--- config.mk ---
export PLATFORM = sky130hd
export DESIGN_NAME = uart_rx_param
export DESIGN_NICKNAME = d
export VERILOG_FILES = /design/src/rtl/uart_rx_param.sv
export SDC_FILE = /design/constraint.sdc
export NUM_CORES = 1
export LEC_CHECK = 0
export ABC_AREA = 1
export CAP_MARGIN = 20
export CORE_AREA = 2 2 66 68
export DETAILED_ROUTE_END_ITERATION = 6
export DIE_AREA = 0 0 68 70
export MAX_ROUTING_LAYER = met4
export PLACE_DENSITY = 0.7
export RECOVER_POWER = 100
export SLEW_MARGIN = 20
export SYNTH_ARGS = -nofsm -noshare
export SYNTH_HDL_FRONTEND = slang
export SYNTH_SLANG_ARGS = --single-unit
--- constraint.sdc ---
create_clock -name baud -period 2.2 [get_ports baud]
set_clock_uncertainty 0.05 [all_clocks]
set_input_delay 0.33 -clock baud [delete_from_list [all_inputs] [get_ports baud]]
set_output_delay 0.33 -clock baud [all_outputs]
set_load 0.03 [all_outputs]
--- src/rtl/uart_rx_param.sv ---
// Parametrised UART receiver: majority-voted bits, valid/ready holding register.
// Define UART_RX_BREAK_DETECT_EN to report line breaks on break_det.
module uart_rx_param #(
  parameter int DATA_BITS    = 8,
  parameter int PARITY_MODE  = 1,
  parameter int STOP_BITS    = 1,
  parameter int OVERSAMPLING = 16,
  parameter int MSB_FIRST    = 0
) (
  input  logic                 baud,
  input  logic                 reset_n,
  input  logic                 enable,
  input  logic                 rx,
  output logic [DATA_BITS-1:0] data,
  output logic                 data_valid,
  input  logic                 data_ready,
  output logic                 busy,
  output logic                 frame_err,
  output logic                 parity_err,
  output logic                 overrun_err,
  output logic                 break_det
);

  localparam int TW = $clog2(OVERSAMPLING);
  localparam int H  = OVERSAMPLING / 2;

  localparam logic [TW-1:0] TC_MAX = TW'(OVERSAMPLING - 1);
  localparam logic [TW-1:0] TAP_A  = TW'(H - 1);
  localparam logic [TW-1:0] TAP_B  = TW'(H);
  localparam logic [TW-1:0] TAP_V  = TW'(H + 1);
  localparam logic [3:0]    DB_LAST = 4'(DATA_BITS - 1);
  localparam logic [3:0]    SB_LAST = 4'(STOP_BITS - 1);

`ifdef UART_RX_BREAK_DETECT_EN
  typedef enum logic [2:0] {
    S_IDLE, S_START, S_DATA, S_PAR, S_STOP, S_BRK
  } state_t;
`else
  typedef enum logic [2:0] {
    S_IDLE, S_START, S_DATA, S_PAR, S_STOP
  } state_t;
`endif

  state_t state_q, state_d;

  logic                 rx_meta_q, rxs_q, rxs_prev_q;
  logic [TW-1:0]        tc_q, tc_d;
  logic [3:0]           bc_q, bc_d;
  logic                 t0_q, t0_d, t1_q, t1_d;
  logic [DATA_BITS-1:0] sh_q, sh_d;
  logic                 par_q, par_d;
  logic [DATA_BITS-1:0] data_q, data_d;
  logic                 dv_q, dv_d;
  logic                 ferr_q, perr_q, ovr_q, ovr_d;
  logic                 end_frame, end_ferr, end_perr, end_brk;
  logic                 vote, at_vote, wrap, good, xr, pbad;
  logic [3:0]           idx;

  assign vote    = (t0_q & t1_q) | (t0_q & rxs_q) | (t1_q & rxs_q);
  assign at_vote = (tc_q == TAP_V);
  assign wrap    = (tc_q == TC_MAX);
  assign xr      = ^sh_q;
  assign pbad    = (PARITY_MODE == 1) ? (par_q != xr) :
                   (PARITY_MODE == 2) ? (par_q == xr) : 1'b0;
  assign idx     = (MSB_FIRST != 0) ? (DB_LAST - bc_q) : bc_q;

  always_comb begin
    state_d   = state_q;
    tc_d      = tc_q;
    bc_d      = bc_q;
    t0_d      = t0_q;
    t1_d      = t1_q;
    sh_d      = sh_q;
    par_d     = par_q;
    end_frame = 1'b0;
    end_ferr  = 1'b0;
    end_perr  = 1'b0;
    end_brk   = 1'b0;

    if (state_q != S_IDLE) begin
      tc_d = wrap ? '0 : tc_q + 1'b1;
      if (tc_q == TAP_A) t0_d = rxs_q;
      if (tc_q == TAP_B) t1_d = rxs_q;
    end

    unique case (state_q)
      S_IDLE: begin
        if (!rxs_q && rxs_prev_q) begin
          state_d = S_START;
          tc_d    = '0;
        end
      end
      S_START: begin
        if (at_vote && vote) begin
          state_d = S_IDLE;
        end else if (wrap) begin
          state_d = S_DATA;
          bc_d    = '0;
        end
      end
      S_DATA: begin
        if (at_vote) begin
          for (int i = 0; i < DATA_BITS; i++)
            if (idx == 4'(i)) sh_d[i] = vote;
        end
        if (wrap) begin
          if (bc_q == DB_LAST) begin
            bc_d    = '0;
            state_d = (PARITY_MODE == 0) ? S_STOP : S_PAR;
          end else begin
            bc_d = bc_q + 1'b1;
          end
        end
      end
      S_PAR: begin
        if (at_vote) par_d = vote;
        if (wrap) begin
          state_d = S_STOP;
          bc_d    = '0;
        end
      end
      S_STOP: begin
        // final stop vote ends the frame early so frames may abut
        if (at_vote && (!vote || bc_q == SB_LAST)) begin
          state_d   = S_IDLE;
          end_frame = 1'b1;
          end_ferr  = !vote;
          end_perr  = pbad;
`ifdef UART_RX_BREAK_DETECT_EN
          if (!vote && bc_q == 4'd0 && sh_q == '0 &&
              (PARITY_MODE == 0 || !par_q)) begin
            state_d  = S_BRK;
            end_brk  = 1'b1;
            end_ferr = 1'b0;
            end_perr = 1'b0;
          end
`endif
        end else if (wrap) begin
          bc_d = bc_q + 1'b1;
        end
      end
`ifdef UART_RX_BREAK_DETECT_EN
      S_BRK: begin
        if (rxs_q) state_d = S_IDLE;
      end
`endif
      default: state_d = S_IDLE;
    endcase

    if (!enable) begin
      state_d   = S_IDLE;
      end_frame = 1'b0;
      end_ferr  = 1'b0;
      end_perr  = 1'b0;
      end_brk   = 1'b0;
    end
    if (state_d == S_IDLE) tc_d = '0;
  end

  assign good = end_frame & ~end_ferr & ~end_perr & ~end_brk;

  always_comb begin
    data_d = data_q;
    dv_d   = dv_q;
    ovr_d  = 1'b0;
    if (dv_q && data_ready) dv_d = 1'b0;
    if (good) begin
      if (!dv_q || data_ready) begin
        data_d = sh_q;
        dv_d   = 1'b1;
      end else begin
        ovr_d = 1'b1;
      end
    end
  end

  always_ff @(posedge baud or negedge reset_n) begin
    if (!reset_n) begin
      rx_meta_q  <= 1'b1;
      rxs_q      <= 1'b1;
      rxs_prev_q <= 1'b1;
      state_q    <= S_IDLE;
      tc_q       <= '0;
      bc_q       <= '0;
      t0_q       <= 1'b0;
      t1_q       <= 1'b0;
      sh_q       <= '0;
      par_q      <= 1'b0;
      data_q     <= '0;
      dv_q       <= 1'b0;
      ferr_q     <= 1'b0;
      perr_q     <= 1'b0;
      ovr_q      <= 1'b0;
    end else begin
      rx_meta_q  <= rx;
      rxs_q      <= rx_meta_q;
      rxs_prev_q <= rxs_q;
      state_q    <= state_d;
      tc_q       <= tc_d;
      bc_q       <= bc_d;
      t0_q       <= t0_d;
      t1_q       <= t1_d;
      sh_q       <= sh_d;
      par_q      <= par_d;
      data_q     <= data_d;
      dv_q       <= dv_d;
      ferr_q     <= end_ferr;
      perr_q     <= end_perr;
      ovr_q      <= ovr_d;
    end
  end

`ifdef UART_RX_BREAK_DETECT_EN
  logic brk_q;
  always_ff @(posedge baud or negedge reset_n) begin
    if (!reset_n) brk_q <= 1'b0;
    else          brk_q <= end_brk;
  end
  assign break_det = brk_q;
`else
  assign break_det = 1'b0;
`endif

  assign data        = data_q;
  assign data_valid  = dv_q;
  assign busy        = (state_q != S_IDLE);
  assign frame_err   = ferr_q;
  assign parity_err  = perr_q;
  assign overrun_err = ovr_q;

endmodule

# == After elaboration in Yosys (flattened, before gate mapping) ==
# Cells that the tools add are included.
# classes
n_bitwise,9
eq_ne,20
n_mux,35
reduce_logical,28
add_sub_neg,2
# op_table
op,count
two-way mux 4 bit,11
two-way mux 3 bit,8
AND reduction 3 bit,8
== test 4 x 3 -> 1 bit (second input constant),5
one-hot mux 4 bit (4 select lines),1
one-hot mux 3 bit (5 select lines),1
two-way mux 1 bit,14
== test 4 bit (second input constant),3
adder 4 x 1 -> 4 bit (second input constant),2
== test 4 x 2 -> 1 bit (second input constant),2
inequality test 2 bit (second input constant),4
AND reduction 2 bit,4
parity 8 bit,1
== test 3 x 2 -> 1 bit (second input constant),2
logical NOT 3 bit,2
AND 1 bit,5
AND reduction 5 bit,1
== test 4 x 1 -> 1 bit (second input constant),1
logical AND 1 bit,4
logical NOT 4 bit,1
nonzero test 4 bit,1
== test 3 x 1 -> 1 bit (second input constant),1
== test 3 bit (second input constant),1
logical NOT 1 bit,3
other kinds (5),8
# totals
register_bits,37

# == Longest topological paths before layout ==
# logic_depth
depth_word,13
mapped_depth,12

# == Worst setup path before layout ==
# No wires, ideal clock.
# synth_path
path_kind,register to register
startpoint,reg tc_q[1]
endpoint,reg data_q[0] (netlist: data[0])
path_slack_ns,0.648
arrival_ns,1.386
path_buffers,0
path_stages_with_launch,10
synth_period_minus_slack_ns,1.552
cell_sequence,dfrtp_1 > inv_1 > ha_1 > nand3_1 > nor2_2 > nand3_1 > inv_2 > nand4_2 > nand2_1 > nand2_1
# synth_between
elab_chain_cells,9
elab_cells_between_ends,16
cone_classes,1 x eq/ne; 9 x mux; 4 x bitwise; 2 x reduce/logical
# synth_rtl
element,line,rtl
"start, declared",47,"logic [TW-1:0] tc_q, tc_d;"
"start signal, assigned",199,tc_q <= tc_d;
== test 4 bit *,60,assign at_vote = (tc_q == TAP_V);
logical AND 1 bit *,124,if (at_vote && (!vote || bc_q == SB_LAST)) begin
two-way mux 1 bit,124,
two-way mux 1 bit,86,unique case (state_q)
two-way mux 1 bit,150,if (!enable) begin
inverter 1 bit,160,assign good = end_frame & ~end_ferr & ~end_perr & ~end_brk;
AND 1 bit,160,
AND 1 bit *,160,
AND reduction 2 bit (no line) *,--,
"end signal, assigned",205,data_q <= data_d;
"end, declared",52,"logic [DATA_BITS-1:0] data_q, data_d;"
# Mark *: on every way between the ends. The rest lies on a longest branch, timed or not.
# A chain may end at the register's enable or synchronous reset.

# == Worst setup path in the final report ==
# layout_path
startpoint,reg state_q[1]
endpoint,out busy
# layout_between
elab_chain_cells,1
# layout_rtl
element,line,rtl
"start, declared",44,"state_t state_q, state_d;"
"start signal, assigned",198,state_q <= state_d;
nonzero test 3 bit,226,assign busy = (state_q != S_IDLE);
"end, declared",17,"output logic busy,"
# No other way between the ends.

==> results.toml <==
[clock_tree]
cts_sinks = 37
clk_pin_slew_ns = 0.07
holdBufCountCts = 0
clockBufferDepth = 2
cts_resized = 0
insertion_delay_ns = 0.28
post_cts_buffers = 0
cts-root-buf = "clkbuf_8"
cts_buffers = 5
cts_tree = "done"
htreeDepth = 2

[yosys]
synth.area.top_cells = "dfrtp_1, nand2_1, inv_1"
synth_top_area_cell = "dfrtp_1"
synth_commonest_cells = "nand2_1, dfrtp_1, inv_1"
yosysSeqAreaShare = 0.474
yosysUniqueCellTypes = 28
synth-seq-cells = 37
synthCells = 247
synth_most_common_cell = "nand2_1"
avgSynthCellArea_um2 = 7.93
synth_edf_count = 0
synthFlopType = "dfrtp_1"
synth_top_area_share = 0.434
ys_warn_count = 0
syn_area_um2 = 1960
async_flop_share = 1.00
synth_nets = 259

[floorplan]
rows = 24
num_io_pins = 19
die_w_um = 68
dieArea_um2 = 4760
initial_core_util = 0.473
core_area_um2 = 4140
die_h_um = 70

[sta]
final.period_utilization = 0.937
tightest_slew_ns = 1.91
slew_violations = 38
max_freq_mhz = 485
timing.hold.ws_ns = 0.312
rsz0062_at_grt = "no"
fin_crit_ns = 2.06
relSlewSlack = -0.274
finalHoldViolCount = 0
finalSetupTns_ns = 0
setup_viol_count_final = 0

[pwr]
power_uw = 1200
p_per_area_nw_per_um2 = 536
peakVddDrop_mv = 0.310
cellLeakagePower_uw = 0.00117

[worst_hold_path]
hold_class = "flip-flop to flip-flop"
min_from = "rx_meta_q"
hold_path_end = "rxs_q"
holdPathStages = 0

[routing]
wire_per_inst_um = 10.8
drt_iter0_drc = 110
vias = 1562
ant_nets = 0
routed_wl_um = 3490
via_per_inst = 4.84
drc = 0
drtPass1Iterations = 4

[grt]
grt_usage = 0.173
antenna_found_initial = 0
grt_max_degree = 38
grt_overflow = 0
grt_pass1_vias = 1481
grt_pass1_wl_um = 6050

[outcome]
violations = "capacitance limit, slew limit"
status = "finished, violations left"

[placement]
place_inst = 315
io_buffers = 17
place_hpwl_um = 2700
gp_congestion = 0.845

[finish]
syn_to_final_growth_pct = 13.9
diodes = 0
fin_cells = 323
num-nets-final = 282
drive_gt1_frac = 0.0554
fin_util = 0.538
nFillCells = 421

[setup_path]
critPathMaxFanout = 6
r2r_setup_slack_ns = 0.25
cp-startpoint = "state_q[1]"
critical_path_class = "flip-flop to primary output"
cp.required_ns = 1.82
r2r_cells = 10
cp.arrival_ns = 1.68
timing.rr.start = "tc_q[1]"
cp-start-kind = "flip-flop"
r2r_end = "data[3]"
worstSetupEndpointType = "primary output"

[run]
cap_violations = 1
==> cell families (layout without fill, tap and decap cells) <==
logic type                 count (synthesis)  after routing  share of synthesized area
xor gates and xnor gates                   1              1                    0.00447
DFF                                       37             37                      0.474
buffers and inverters                     38             62                     0.0747
and+or+nand+nor                          135            135                      0.321
AOI/OAI and AO/OA                         28             28                     0.0792
other                                      1              1                    0.00191
adders and majority gates                  7              7                     0.0447
==> worst max-delay path by stage <==
stage               endpoint  slack [ns]  depth (start not counted)
CTS                     busy        0.12                          3
global placement     data[3]        0.40                          8
detailed placement   data[6]        0.36                          8
finish                  busy        0.14                          3
floorplan            data[0]        0.65                          9
global route         data[6]        0.05                         10
==> registers in the layout, indices dropped and copies added, names as in the netlist <==
name	cells
bc_q	4
data	8
data_valid	1
frame_err	1
overrun_err	1
par_q	1
parity_err	1
rx_meta_q	1
rxs_prev_q	1
rxs_q	1
sh_q	8
state_q	3
t0_q	1
t1_q	1
tc_q	4
==> critical path: stages, from the launching register on <==
cell,delay (ns)
dfrtp_1,0.43
nor2_1,0.08
nand2_1,0.18
clkdlybuf4s50_1,0.71
==> power by group <==
part | total (uW) | leakage (uW) | switching (uW) | internal, uW
combinational | 52.1 | 0.000616 | 37.0 | 15.1
clock | 451 | 0.0000450 | 231 | 219
sequential | 693 | 0.000505 | 5.23 | 687
==> metal layers <==
| layer | share of wire | wire length (um) | track usage | vias to the layer above |
|---|---|---|---|---|
| met3 | 0.030 | 103 | 0.0338 | 7 |
| li1 | - | - | - | 835 |
| met1 | 0.47 | 1630 | 0.203 | 693 |
| met2 | 0.48 | 1670 | 0.277 | 27 |
| met4 | 0.022 | 78 | 0.0844 | 0 |
| met5 | 0 | 0 | - | - |
==> cell type report <==
cell class / count / area, um2 / share of cell area
tap: 52 / 65.1 / 0.0292
clock buffer: 6 / 72.6 / 0.0325
inverter: 37 / 139 / 0.0623
sequential: 37 / 930 / 0.417
clock inverter: 2 / 10.0 / 0.00449
timing repair buffer: 17 / 164 / 0.0735
multi-input combinational: 172 / 851 / 0.381
==> cell usage in the layout, fill, tap and decap left out <==
cell	count
nand3b_1	2
nand3_1	21
clkbuf_8	5
nor3b_1	1
nor2_1	26
nand4_2	1
ha_1	7
clkinv_2	2
conb_1	1
dfstp_2	2
o21ai_2	1
dlygate4sd3_1	13
dfrtp_1	34
a21oi_1	10
clkdlybuf4s50_1	3
xor2_1	1
nor2_4	1
nor2_2	1
nand4_1	4
and3_1	1
nor2_8	1
dfstp_1	1
inv_1	37
nor3_1	4
nor3_2	1
nand2_1	71
a31oi_1	3
clkbuf_1	2
o21ai_0	14
==> metrics by stage <==
step / instance area, um2 / setup slack (ns)
6_report: 2230 / 0.138
5_1_grt: 2230 / 0.0550
4_1_cts: 2260 / 0.118
3_5_place_dp: 2180 / 0.355
3_3_place_gp: 2180 / 0.402
2_1_floorplan: 1960 / 0.648
No activity file was read; power rests on OpenSTA's default activity.
